**config.mk**
```make
export PLATFORM = sky130hd
export DESIGN_NAME = teng_block_lock
export DESIGN_NICKNAME = d
export VERILOG_FILES = /design/src/rtl/teng_block_lock.sv
export SDC_FILE = /design/constraint.sdc
export NUM_CORES = 1
export LEC_CHECK = 0
export CORE_AREA = 2 2 85 87
export DETAILED_ROUTE_END_ITERATION = 6
export DIE_AREA = 0 0 87 89
export PLACE_DENSITY = 0.57
export SLEW_MARGIN = 40
export SYNTH_ARGS = -nofsm -noshare
export SYNTH_HDL_FRONTEND = slang
export SYNTH_SLANG_ARGS = --single-unit
```
**constraint.sdc**
```tcl
create_clock -name rx_user_clk_i -period 2.4 [get_ports rx_user_clk_i]
set_input_delay 0.48 -clock rx_user_clk_i [delete_from_list [all_inputs] [get_ports rx_user_clk_i]]
set_output_delay 0.48 -clock rx_user_clk_i [all_outputs]
set_load 0.01 [all_outputs]
```
**src/rtl/teng_block_lock.sv**
```systemverilog
// 64b/66b block lock for one 10GBASE-R lane: sync-header lock FSM, gearbox slip and header statistics.
// Optional high-BER monitor is built when TENG_BLOCK_LOCK_HI_BER_EN is defined.
module teng_block_lock #(
    parameter int P_SH_WINDOW    = 64,
    parameter int P_SH_INVLD_MAX = 16,
    parameter int P_SLIP_WAIT    = 16,
    parameter int P_BER_WINDOW   = 40283
) (
    input  logic        rx_user_clk_i,
    input  logic        rx_fsm_reset_done_i,
    input  logic [1:0]  head_i,
    input  logic        head_valid_i,
    input  logic        cnt_clr_i,
    output logic        slip_o,
    output logic        block_lock_o,
    output logic        hi_ber_o,
    output logic        link_ok_o,
    output logic [15:0] invld_cnt_o
);

    typedef enum logic [1:0] {
        HUNT      = 2'd0,
        SLIP_WAIT = 2'd1,
        LOCKED    = 2'd2
    } state_t;

    localparam logic [6:0] SH_WIN  = 7'(P_SH_WINDOW);
    localparam logic [4:0] INV_MAX = 5'(P_SH_INVLD_MAX);
    localparam logic [7:0] SLIP_LD = 8'(P_SLIP_WAIT);

    state_t     state, state_nxt;
    logic [6:0] sh_cnt, sh_cnt_nxt, sh_cnt_inc;
    logic [4:0] sh_invld_cnt, sh_invld_cnt_nxt, sh_invld_inc;
    logic [7:0] slip_timer, slip_timer_nxt;
    logic       slip_nxt, lock_nxt;
    logic       hdr_ok, hdr_bad;

    function automatic logic [15:0] sat_inc16(input logic [15:0] v);
        return (v == 16'hFFFF) ? v : v + 16'd1;
    endfunction

    assign hdr_ok       = head_valid_i & (head_i[1] ^ head_i[0]);
    assign hdr_bad      = head_valid_i & ~(head_i[1] ^ head_i[0]);
    assign sh_cnt_inc   = sh_cnt + 7'd1;
    assign sh_invld_inc = sh_invld_cnt + {4'd0, hdr_bad};

    always_ff @(posedge rx_user_clk_i or negedge rx_fsm_reset_done_i) begin
        if (!rx_fsm_reset_done_i) begin
            state        <= HUNT;
            sh_cnt       <= '0;
            sh_invld_cnt <= '0;
            slip_timer   <= '0;
            slip_o       <= 1'b0;
            block_lock_o <= 1'b0;
        end else begin
            state        <= state_nxt;
            sh_cnt       <= sh_cnt_nxt;
            sh_invld_cnt <= sh_invld_cnt_nxt;
            slip_timer   <= slip_timer_nxt;
            slip_o       <= slip_nxt;
            block_lock_o <= lock_nxt;
        end
    end

    always_comb begin
        state_nxt        = state;
        sh_cnt_nxt       = sh_cnt;
        sh_invld_cnt_nxt = sh_invld_cnt;
        slip_timer_nxt   = slip_timer;
        case (state)
            HUNT: begin
                if (hdr_bad) begin
                    state_nxt        = SLIP_WAIT;
                    sh_cnt_nxt       = '0;
                    sh_invld_cnt_nxt = '0;
                    slip_timer_nxt   = SLIP_LD;
                end else if (hdr_ok) begin
                    if (sh_cnt_inc == SH_WIN) begin
                        state_nxt        = LOCKED;
                        sh_cnt_nxt       = '0;
                        sh_invld_cnt_nxt = '0;
                    end else begin
                        sh_cnt_nxt = sh_cnt_inc;
                    end
                end
            end
            // Gearbox settles after a slip; headers are not looked at here.
            SLIP_WAIT: begin
                if (slip_timer == 8'd0) state_nxt = HUNT;
                else                    slip_timer_nxt = slip_timer - 8'd1;
            end
            LOCKED: begin
                if (head_valid_i) begin
                    if (sh_invld_inc == INV_MAX) begin
                        state_nxt        = SLIP_WAIT;
                        sh_cnt_nxt       = '0;
                        sh_invld_cnt_nxt = '0;
                        slip_timer_nxt   = SLIP_LD;
                    end else if (sh_cnt_inc == SH_WIN) begin
                        sh_cnt_nxt       = '0;
                        sh_invld_cnt_nxt = '0;
                    end else begin
                        sh_cnt_nxt       = sh_cnt_inc;
                        sh_invld_cnt_nxt = sh_invld_inc;
                    end
                end
            end
            default: state_nxt = HUNT;
        endcase
    end

    always_comb begin
        slip_nxt = (state != SLIP_WAIT) && (state_nxt == SLIP_WAIT);
        lock_nxt = (state_nxt == LOCKED);
    end

    always_ff @(posedge rx_user_clk_i or negedge rx_fsm_reset_done_i) begin
        if (!rx_fsm_reset_done_i)              invld_cnt_o <= '0;
        else if (cnt_clr_i)                    invld_cnt_o <= '0;
        else if ((state == LOCKED) && hdr_bad) invld_cnt_o <= sat_inc16(invld_cnt_o);
    end

`ifdef TENG_BLOCK_LOCK_HI_BER_EN
    localparam int BER_TW = $clog2(P_BER_WINDOW);

    logic [BER_TW-1:0] ber_timer;
    logic [4:0]        ber_cnt;
    logic              ber_wrap;

    function automatic logic [4:0] sat_inc_ber(input logic [4:0] v, input logic inc);
        return (v == 5'd16) ? v : v + {4'd0, inc};
    endfunction

    assign ber_wrap = (ber_timer == BER_TW'(P_BER_WINDOW - 1));

    // hi_ber is only re-evaluated while locked; an unlocked link keeps the last verdict.
    always_ff @(posedge rx_user_clk_i or negedge rx_fsm_reset_done_i) begin
        if (!rx_fsm_reset_done_i) begin
            ber_timer <= '0;
            ber_cnt   <= '0;
            hi_ber_o  <= 1'b0;
        end else begin
            ber_timer <= ber_wrap ? '0 : ber_timer + 1'b1;
            if (!block_lock_o) begin
                ber_cnt <= '0;
            end else if (ber_wrap) begin
                ber_cnt  <= '0;
                hi_ber_o <= (ber_cnt == 5'd16);
            end else begin
                ber_cnt <= sat_inc_ber(ber_cnt, hdr_bad);
                if (ber_cnt == 5'd16) hi_ber_o <= 1'b1;
            end
        end
    end
`else
    assign hi_ber_o = 1'b0;
`endif

    always_ff @(posedge rx_user_clk_i or negedge rx_fsm_reset_done_i) begin
        if (!rx_fsm_reset_done_i) link_ok_o <= 1'b0;
        else                      link_ok_o <= block_lock_o & ~hi_ber_o;
    end

endmodule
```
[Word-level counts from Yosys, hierarchy flattened]
Cells that the tools add are included.
Storage, ports and cells
  word-level logic and storage cells: 70
  output and inout port bits: 20
  bits of input ports: 6
  register bits after elaboration: 41
Cells by class
  eq/ne operators: 15
  mux-type cells: 28
  reductions and logical operators: 11
  bitwise logic cells: 4
  add/sub/neg operators: 4
Operators by type and width (count)
  16-bit two-way mux: 3
  7-bit two-way mux: 5
  8-bit two-way mux: 4
  5-bit two-way mux: 6
  8-bit case mux with 3 select lines: 1
  16-bit by 1-bit adder with 16-bit output (second input constant): 1
  16-bit equality test (second input constant): 1
  7-bit case mux with 2 select lines: 1
  2-bit two-way mux: 6
  2-bit inequality test (second input constant): 5
  5-bit case mux with 2 select lines: 1
  8-bit zero test: 1
  8-bit by 1-bit subtractor with 8-bit output (second input constant): 1
  7-bit by 1-bit adder with 7-bit output (second input constant): 1
  7-bit equality test (second input constant): 1
  3-bit inequality test (second input constant): 2
  2-bit case mux with 3 select lines: 1
  5-bit by 1-bit adder with 5-bit output: 1
  5-bit equality test (second input constant): 1
  5-bit AND reduction: 1
  2-bit by 1-bit equality test with 1-bit output (second input constant): 2
  2-bit equality test (second input constant): 2
  4-bit AND reduction: 1
  2-bit nonzero test: 2
  9 further kinds: 11

[Logic depth before layout (Yosys ltp)]
Gate-level depths: netlist (run 1).
  depth after elaboration: 10
  mapped depth: 12
  mapped depth without buffers: 10

[Worst setup path before layout (run 1)]
No wires, ideal clock.
  path kind: input -> register
  from: input head_i[0]
  to: register slip_timer[3]
  stages on the path: 12
  arrival: 2.681 ns
  slack: -0.376 ns
  setup time: 0.095 ns
  cells stage by stage: xnor2_1 -> and2_1 -> ha_1 -> ha_1 -> nor2_1 -> and4b_1 -> a41oi_1 -> a211o_1 -> buf_6 -> or2_0 -> clkbuf_1 -> o31ai_1
Between the ends
  longest elaborated chain between the ends: 7
Ends and longest elaborated chain
  start: declaration: line 11  | input logic [1:0] head_i,
  1-bit bitwise XOR *: line 43  | assign hdr_bad = head_valid_i & ~(head_i[1] ^ head_i[0]);
  1-bit NOT *: line 43
  1-bit AND *: line 43
  5-bit by 1-bit adder with 5-bit output: line 45  | assign sh_invld_inc = sh_invld_cnt + {4'd0, hdr_bad};
  5-bit equality test: line 94  | if (sh_invld_inc == INV_MAX) begin
  2-bit inequality test (no source line)
  5-bit AND reduction (no source line) *
  end signal: assignment: line 59  | slip_timer <= slip_timer_nxt;
  end: declaration: line 34  | logic [7:0] slip_timer, slip_timer_nxt;
Every way passes the cells marked *; elsewhere a longest branch is shown, timed or not.
A chain may end at the register's enable or synchronous reset.

[Worst setup path after layout (run 1)]
  from: input head_i[0]
  to: register slip_timer[5]
The elaborated chain is that of the path after synthesis.

==> reports/qor.txt, run 1 <==
status = finished, final reports clean
CP Launch Type = primary input
most common cell after layout, fill and taps aside = dfrtp_1
Layout Nets = 337
Final GP Congestion = 0.783
largest net degree at the start of global routing = 21
Hold Buf Count CTS = 0
Net Sw Frac = 36.2%
root buf cell = clkbuf_8
first-pass GRT wire length = 9520 µm
cts bufs inserted = 5
Clk pwr share = 24.7%
yosys warns = 0
I/O Buffers = 24
period utilization = 95.4%
Overflow after GRT = 0
post-route insts no fill = 402
Tightest Pin Transition = 0.651 ns
clk buf depth = 2
Int Pwr = 1.52 mW
Routed Antenna Nets = 0
R2R Setup Slk = 0.19 ns
worst rel slew slack = 56.3%
vias post-DR = 2139
clock period minus final worst setup slack = 2.29 ns
synthesized area = 0.00245 mm²
NetSw = 0.864 mW
Avg Vias per Cell = 5.32
top_reg_cell synth = dfrtp_1
CP Data Required Time = 2.62 ns
Power Density = 755 mW/mm²
maximum fanout along the worst path = 6
Fillers = 622
final worst slack = 0.110 ns
f_max = 0.437 GHz
Wirelength per Cell = 13.7 µm
P&R area growth vs syn = 29.1%
Total GRT Usage = 15.5%
setup skew after layout = 0.00998 ns
synth top area cells = dfrtp_1 42%, ha_1 5.1%, nor2_1 4.7%
HPWL Detailed = 4020 µm
Synth top area share = 41.9%
Avg Cell Area, Syn = 9.14 µm²
I/O Pins = 26
r2r startpoint = state[0]
antenna violations before repair = 0
max-cap violations = 0
DIE WIDTH = 87 µm
share of layout cells above drive strength 1 = 19.6%
Fin. Hold Viols = 0
peak supply drop = 241 µV
Crit Path Category = in -> reg
CTS Sinks = 41
std cell rows = 30
Leak = 1.30 nW
reg2reg path depth = 9
clk_lat worst skew = 0.30 ns
dpl ws = -0.720 ns
Synth Register Bits = 41
RSZ-0062 raised after global routing = yes
Starting Density = 36.5%
number of global-route vias before repair = 2057
WP data arrival = 2.51 ns
routed wire length = 5500 µm
drt pass-1 iters = 5
crit end category = register
# placed instances = 389
Post-synth EDFFs = 0
combinational fraction of design power = 36.9%
FF-to-FF End = invld_cnt_o[13]
Post-route DRC = 0
Starting DRT DRC Count = 76
die area = 0.00774 mm²
Seq pwr share = 38.3%
commonest non-fill, non-tap cells in the layout = 41 x dfrtp_1, 30 x nor2_1, 28 x buf_4
hold crit path type = in -> async
Seq/Total Area, Yosys = 41.9%
n_diodes = 0
area leader, netlist = dfrtp_1
fraction of registers with async set/reset = 100%
clk slew on worst S/H paths = 0.09 ns
syn_nets = 284
Yosys cell types = 52
total power = 2.39 mW
clock tree from TritonCTS = done
Die H = 89 µm
htree depth = 2
final setup vio count = 0
Core ar. = 0.00672 mm²
cells after synthesis = 268
pins over their slew limit = 0
-- stage by stage --
step / setup TNS [ns] / instance area, µm² / util (%) / hold slack (ns)
floorplan: -0.482 / 2510 / - / 0.184
global placement: -13.76 / 2970 / 44.3 / 0.358
detailed placement: -15.16 / 2970 / 44.3 / 0.362
CTS: 0 / 3130 / 46.6 / 0.141
global route: -0.00261 / 3160 / 47.1 / 0.153
finish: 0 / 3160 / 47.1 / 0.122
-- worst max-delay path by stage --
stage | startpoint | endpoint | slack, ns | cells after the start
floorplan | head_i[0] | slip_timer[4] | -0.1 | 12
global placement | head_i[0] | slip_timer[3] | -0.64 | 11
global route | head_i[0] | slip_timer[5] | -0.003 | 11
CTS | head_i[1] | slip_timer[5] | 0.01 | 11
detailed placement | head_i[0] | slip_timer[3] | -0.72 | 11
finish | head_i[0] | slip_timer[5] | 0.11 | 11
-- cell families (layout without fill, tap and decap cells) --
kind of cell | Yosys count | count (layout) | share of synthesized area, %
AOI/OAI and AO/OA | 65 | 65 | 17.5
buffers and inverters | 16 | 70 | 3.68
DFF | 41 | 41 | 41.9
muxes | 1 | 1 | 0.409
other | 1 | 1 | 0.153
adders and majority gates | 10 | 10 | 5.11
xor gates and xnor gates | 15 | 15 | 5.36
and+or+nand+nor | 119 | 119 | 25.9
-- Yosys cell counts, types with 4 or more instances --
library cell,count
o31ai_1,5
nand4_1,7
a21oi_1,15
o21ai_0,22
inv_1,8
nand3_1,13
dfrtp_1,41
nor2b_1,4
a22o_1,7
ha_1,10
xor2_1,6
nand2_1,23
nor2_1,31
nor3_1,11
xnor2_1,9
-- per-layer routing --
layer  vias to the layer above  track usage (%)  part of all wire, %  wire length (µm)
met4                         0             4.12                  1.1                59
met2                        48             25.3                   46              2550
met1                       998             20.8                   49              2690
li1                       1085                -                    -                 -
met3                         8             3.69                  3.7               203
met5                         -                0                    0                 0
-- state kept, by name, indices dropped and copies added, names as in the netlist --
register and count:
block_lock_o 1, invld_cnt_o 16, link_ok_o 1, sh_cnt 7
sh_invld_cnt 5, slip_o 1, slip_timer 8, state 2
-- final cells by class --
| cell class | count | area [µm²] | area share (%) |
|---|---|---|---|
| Timing Repair Buffer | 54 | 464 | 14.7 |
| Multi-Input combinational cell | 211 | 1420 | 45.0 |
| Sequential cell | 41 | 1030 | 32.4 |
| Inverter | 8 | 30.0 | 0.949 |
| Clock inverter | 2 | 37.5 | 1.19 |
| Clock buffer | 6 | 82.6 | 2.61 |
| Tap cell | 80 | 100 | 3.16 |
-- repair_timing --
item | CTS | global route
gates cloned | 0 | 1
resized for setup | 18 | 9
endpoints found under the setup margin | 24 | 10
hold endpoints to repair | 0 | 0
pin swaps | 7 | 5
buffers inserted | 3 | 1
-- worst max-delay path, cell delays in order --
cell	delay, ns
buf_6	0.11
xnor2_4	0.16
and2_4	0.18
ha_4	0.16
ha_4	0.21
nor2_4	0.09
and4b_1	0.21
a41oi_2	0.07
a211o_1	0.35
or2_4	0.28
o31ai_2	0.21
-- power by group through the flow --
| stage | clock [mW] | sequential [mW] | combinational, mW |
|---|---|---|---|
| floorplan | 0 | 0.912 | 0.574 |
| global placement | 0 | 0.924 | 0.809 |
| detailed placement | 0 | 0.924 | 0.811 |
| CTS | 0.603 | 0.913 | 0.858 |
| global route | 0.639 | 0.935 | 1.01 |
| finish | 0.590 | 0.916 | 0.882 |
Note: power is estimated with default switching activity, not from simulation.
==> run 2: changes to the inputs <==
--- a/config.mk
+++ b/config.mk
@@ -5,10 +5,12 @@
 export SDC_FILE = /design/constraint.sdc
 export NUM_CORES = 1
 export LEC_CHECK = 0
+export CELL_PAD_IN_SITES_DETAIL_PLACEMENT = 1
+export CELL_PAD_IN_SITES_GLOBAL_PLACEMENT = 1
 export CORE_AREA = 2 2 85 87
 export DETAILED_ROUTE_END_ITERATION = 6
 export DIE_AREA = 0 0 87 89
-export PLACE_DENSITY = 0.57
+export PLACE_DENSITY = 0.71
 export SLEW_MARGIN = 40
 export SYNTH_ARGS = -nofsm -noshare
 export SYNTH_HDL_FRONTEND = slang
==> reports/qor.txt, run 2 (synthesized netlist as in run 1, its figures left out) <==
I/O Buffers = 24 (unchanged)
hold crit path type = reg -> reg
clk_lat worst skew = 0.29 ns (about the same)
Reg with most FFs = invld_cnt_o
commonest non-fill, non-tap cells in the layout = 41 x dfrtp_1, 30 x nor2_1, 23 x nand2_1, 23 x buf_4, 20 x clkdlybuf4s50_1
Post-route DRC = 0 (unchanged)
Multi-input gate area = 0.00144 mm² (+0.88%)
r2r startpoint = sh_cnt[0]
Seq pwr share = 38.4% (about the same)
crit end category = register
period utilization = 96.1% (+0.67 points)
CP Launch Type = primary input
cts bufs inserted = 5 (unchanged)
CP Data Required Time = 2.61 ns (about the same)
Tightest Pin Transition = 0.668 ns (+0.0177 ns)
Overflow after GRT = 0 (unchanged)
Final GP Congestion = 0.753 (-3.9%)
max FFs per register = 16 (unchanged)
Power Density = 761 mW/mm² (+0.77%)
first-pass GRT wire length = 10800 µm (+13%)
final setup vio count = 0 (unchanged)
worst rel slew slack = 55.1% (-1.2 points)
dpl ws = -0.713 ns (+0.00664 ns)
P&R area growth vs syn = 29.7%
CTS Sinks = 41 (unchanged)
clock tree from TritonCTS = done
maximum fanout along the worst path = 6 (unchanged)
peak supply drop = 373 µV (+55%)
share of layout cells above drive strength 1 = 18.2% (-1.3 points)
clk buf depth = 2 (unchanged)
Fillers = 771 (+24%)
clock period minus final worst setup slack = 2.31 ns (+0.0160 ns)
Layout Nets = 333 (-1.2%)
n_diodes = 0 (unchanged)
Core ar. = 0.00672 mm² (unchanged)
f_max = 0.434 GHz (-0.69%)
Leak = 1.30 nW (-0.23%)
fin util = 47.3% (+0.20 points)
total power = 2.42 mW (+1.2%)
clk slew on worst S/H paths = 0.08 ns (about the same)
std cell rows = 30 (unchanged)
DIE WIDTH = 87 µm (unchanged)
Net Sw Frac = 36.1% (-0.14 points)
Starting DRT DRC Count = 99 (+30%)
antenna violations before repair = 0 (unchanged)
final worst slack = 0.0938 ns (-0.0160 ns)
Critical Path Source = head_i[1]
drt pass-1 iters = 4 (-1)
most common cell after layout, fill and taps aside = dfrtp_1
WP data arrival = 2.51 ns (about the same)
Wirelength per Cell = 15.5 µm (+13%)
Die H = 89 µm (unchanged)
root buf cell = clkbuf_8
Hold Slack = 0.418 ns (+0.295 ns)
largest net degree at the start of global routing = 40 (+90%)
Starting Density = 36.5% (unchanged)
Routed Antenna Nets = 0 (unchanged)
FF-to-FF End = sh_invld_cnt[1]
crit path to = slip_timer[5]
FF/Latch Area = 0.00103 mm² (unchanged)
htree depth = 2 (unchanged)
combinational fraction of design power = 34.1% (-2.8 points)
reg2reg path depth = 5 (-4)
Fin. Hold Viols = 0 (unchanged)
max-cap violations = 0 (unchanged)
hold_sp = block_lock_o
Avg Vias per Cell = 5.43 (+2.0%)
Total GRT Usage = 17.3% (+1.8 points)
pins over their slew limit = 0 (unchanged)
NetSw = 0.872 mW (+0.82%)
Top Registers = invld_cnt_o: 16 flops, slip_timer: 8 flops, sh_cnt: 7 flops
I/O Pins = 26 (unchanged)
setup skew after layout = 0.00611 ns (-0.00387 ns)
vias post-DR = 2161 (+1.0%)
Clk pwr share = 27.5% (+2.8 points)
number of global-route vias before repair = 2202 (+7.0%)
die area = 0.00774 mm² (unchanged)
placed inst area = 0.00298 mm² (+0.17%)
Int Pwr = 1.55 mW (+1.4%)
status = finished, final reports clean
RSZ-0062 raised after global routing = no
Crit Path Category = in -> reg
Post-Layout Inst Area = 0.00318 mm² (+0.44%)
routed wire length = 6150 µm (+12%)
R2R Setup Slk = 0.13 ns (-0.06 ns)
HPWL Detailed = 4560 µm (+13%)
==> run 2: cell types whose count changed in the layout (fill, tap and decap cells not counted), sizes merged <==
cell	previous run	this run
buf	33	28
bufinv	1	2
clkbuf	6	5
clkinv	0	1
clkinvlp	1	0
dlygate4sd3	0	1
==> run 2: repair_timing <==
item                                   CTS  global route
pin swaps                                5             7
gates resized for setup                 18             9
setup endpoints to repair               23            12
hold buffers                             1             0
gates cloned                             0             0
buffers inserted                         0             1
endpoints found under the hold margin    2             0
==> run 2: critical path, stage by stage <==
cell and delay [ns]:
buf_6 0.11, xnor2_4 0.13, and2_4 0.15, ha_4 0.17, ha_4 0.24, nor2_4 0.10
and4b_1 0.26, a41oi_4 0.06, a211o_1 0.32, or2_4 0.28, o31ai_2 0.21
==> run 2: layer usage <==
layer / GRT usage (%) / part of all wire, % / vias up
met5: 0 / 0 / -
met4: 4.69 / 1.1 / 0
met3: 2.68 / 2.3 / 6
met2: 27.6 / 48 / 25
met1: 24.5 / 49 / 1061
li1: - / - / 1069
==> run 2: per-stage QoR <==
| step | cells | setup TNS (ns) |
|---|---|---|
| final | 398 | 0 |
| after global placement | 388 | -13.25 |
| after CTS | 397 | 0 |
| after detailed placement | 388 | -15.18 |
| after global routing | 398 | 0 |
| after floorplan | 268 | -0.482 |
==> run 2: area by class of cell <==
cell class                      count  share of cell area (%)
Multi-Input combinational cell    211                    45.2
Timing Repair Buffer               50                    14.2
Sequential cell                    41                    32.3
Clock buffer                        5                    2.17
Inverter                            8                   0.945
Clock inverter                      3                    2.05
Tap cell                           80                    3.15
==> run 2: worst min-delay path by stage <==
stage / endpoint / slack (ns) / cells past startpoint
2_1_floorplan: block_lock_o / 0.18 / 0
3_3_place_gp: invld_cnt_o[13] / 0.29 / 1
3_5_place_dp: invld_cnt_o[13] / 0.29 / 1
4_1_cts: link_ok_o / 0.42 / 0
5_1_grt: link_ok_o / 0.43 / 0
6_report: link_ok_o / 0.42 / 0
==> run 2: power by group through the flow <==
stage / logic, mW / clock network [mW] / registers (mW)
after floorplan: 0.574 / 0 / 0.912
after global placement: 0.752 / 0 / 0.934
after detailed placement: 0.774 / 0 / 0.939
after CTS: 0.823 / 0.684 / 0.928
after global routing: 0.928 / 0.706 / 0.954
final: 0.823 / 0.665 / 0.929
==> run 3: changes to the inputs <==
--- a/config.mk
+++ b/config.mk
@@ -11,7 +11,6 @@
 export DETAILED_ROUTE_END_ITERATION = 6
 export DIE_AREA = 0 0 87 89
 export PLACE_DENSITY = 0.71
-export SLEW_MARGIN = 40
 export SYNTH_ARGS = -nofsm -noshare
 export SYNTH_HDL_FRONTEND = slang
 export SYNTH_SLANG_ARGS = --single-unit
==> results of run 3 <==
The final DEF is identical to that of run 2; final timing and power are the same.
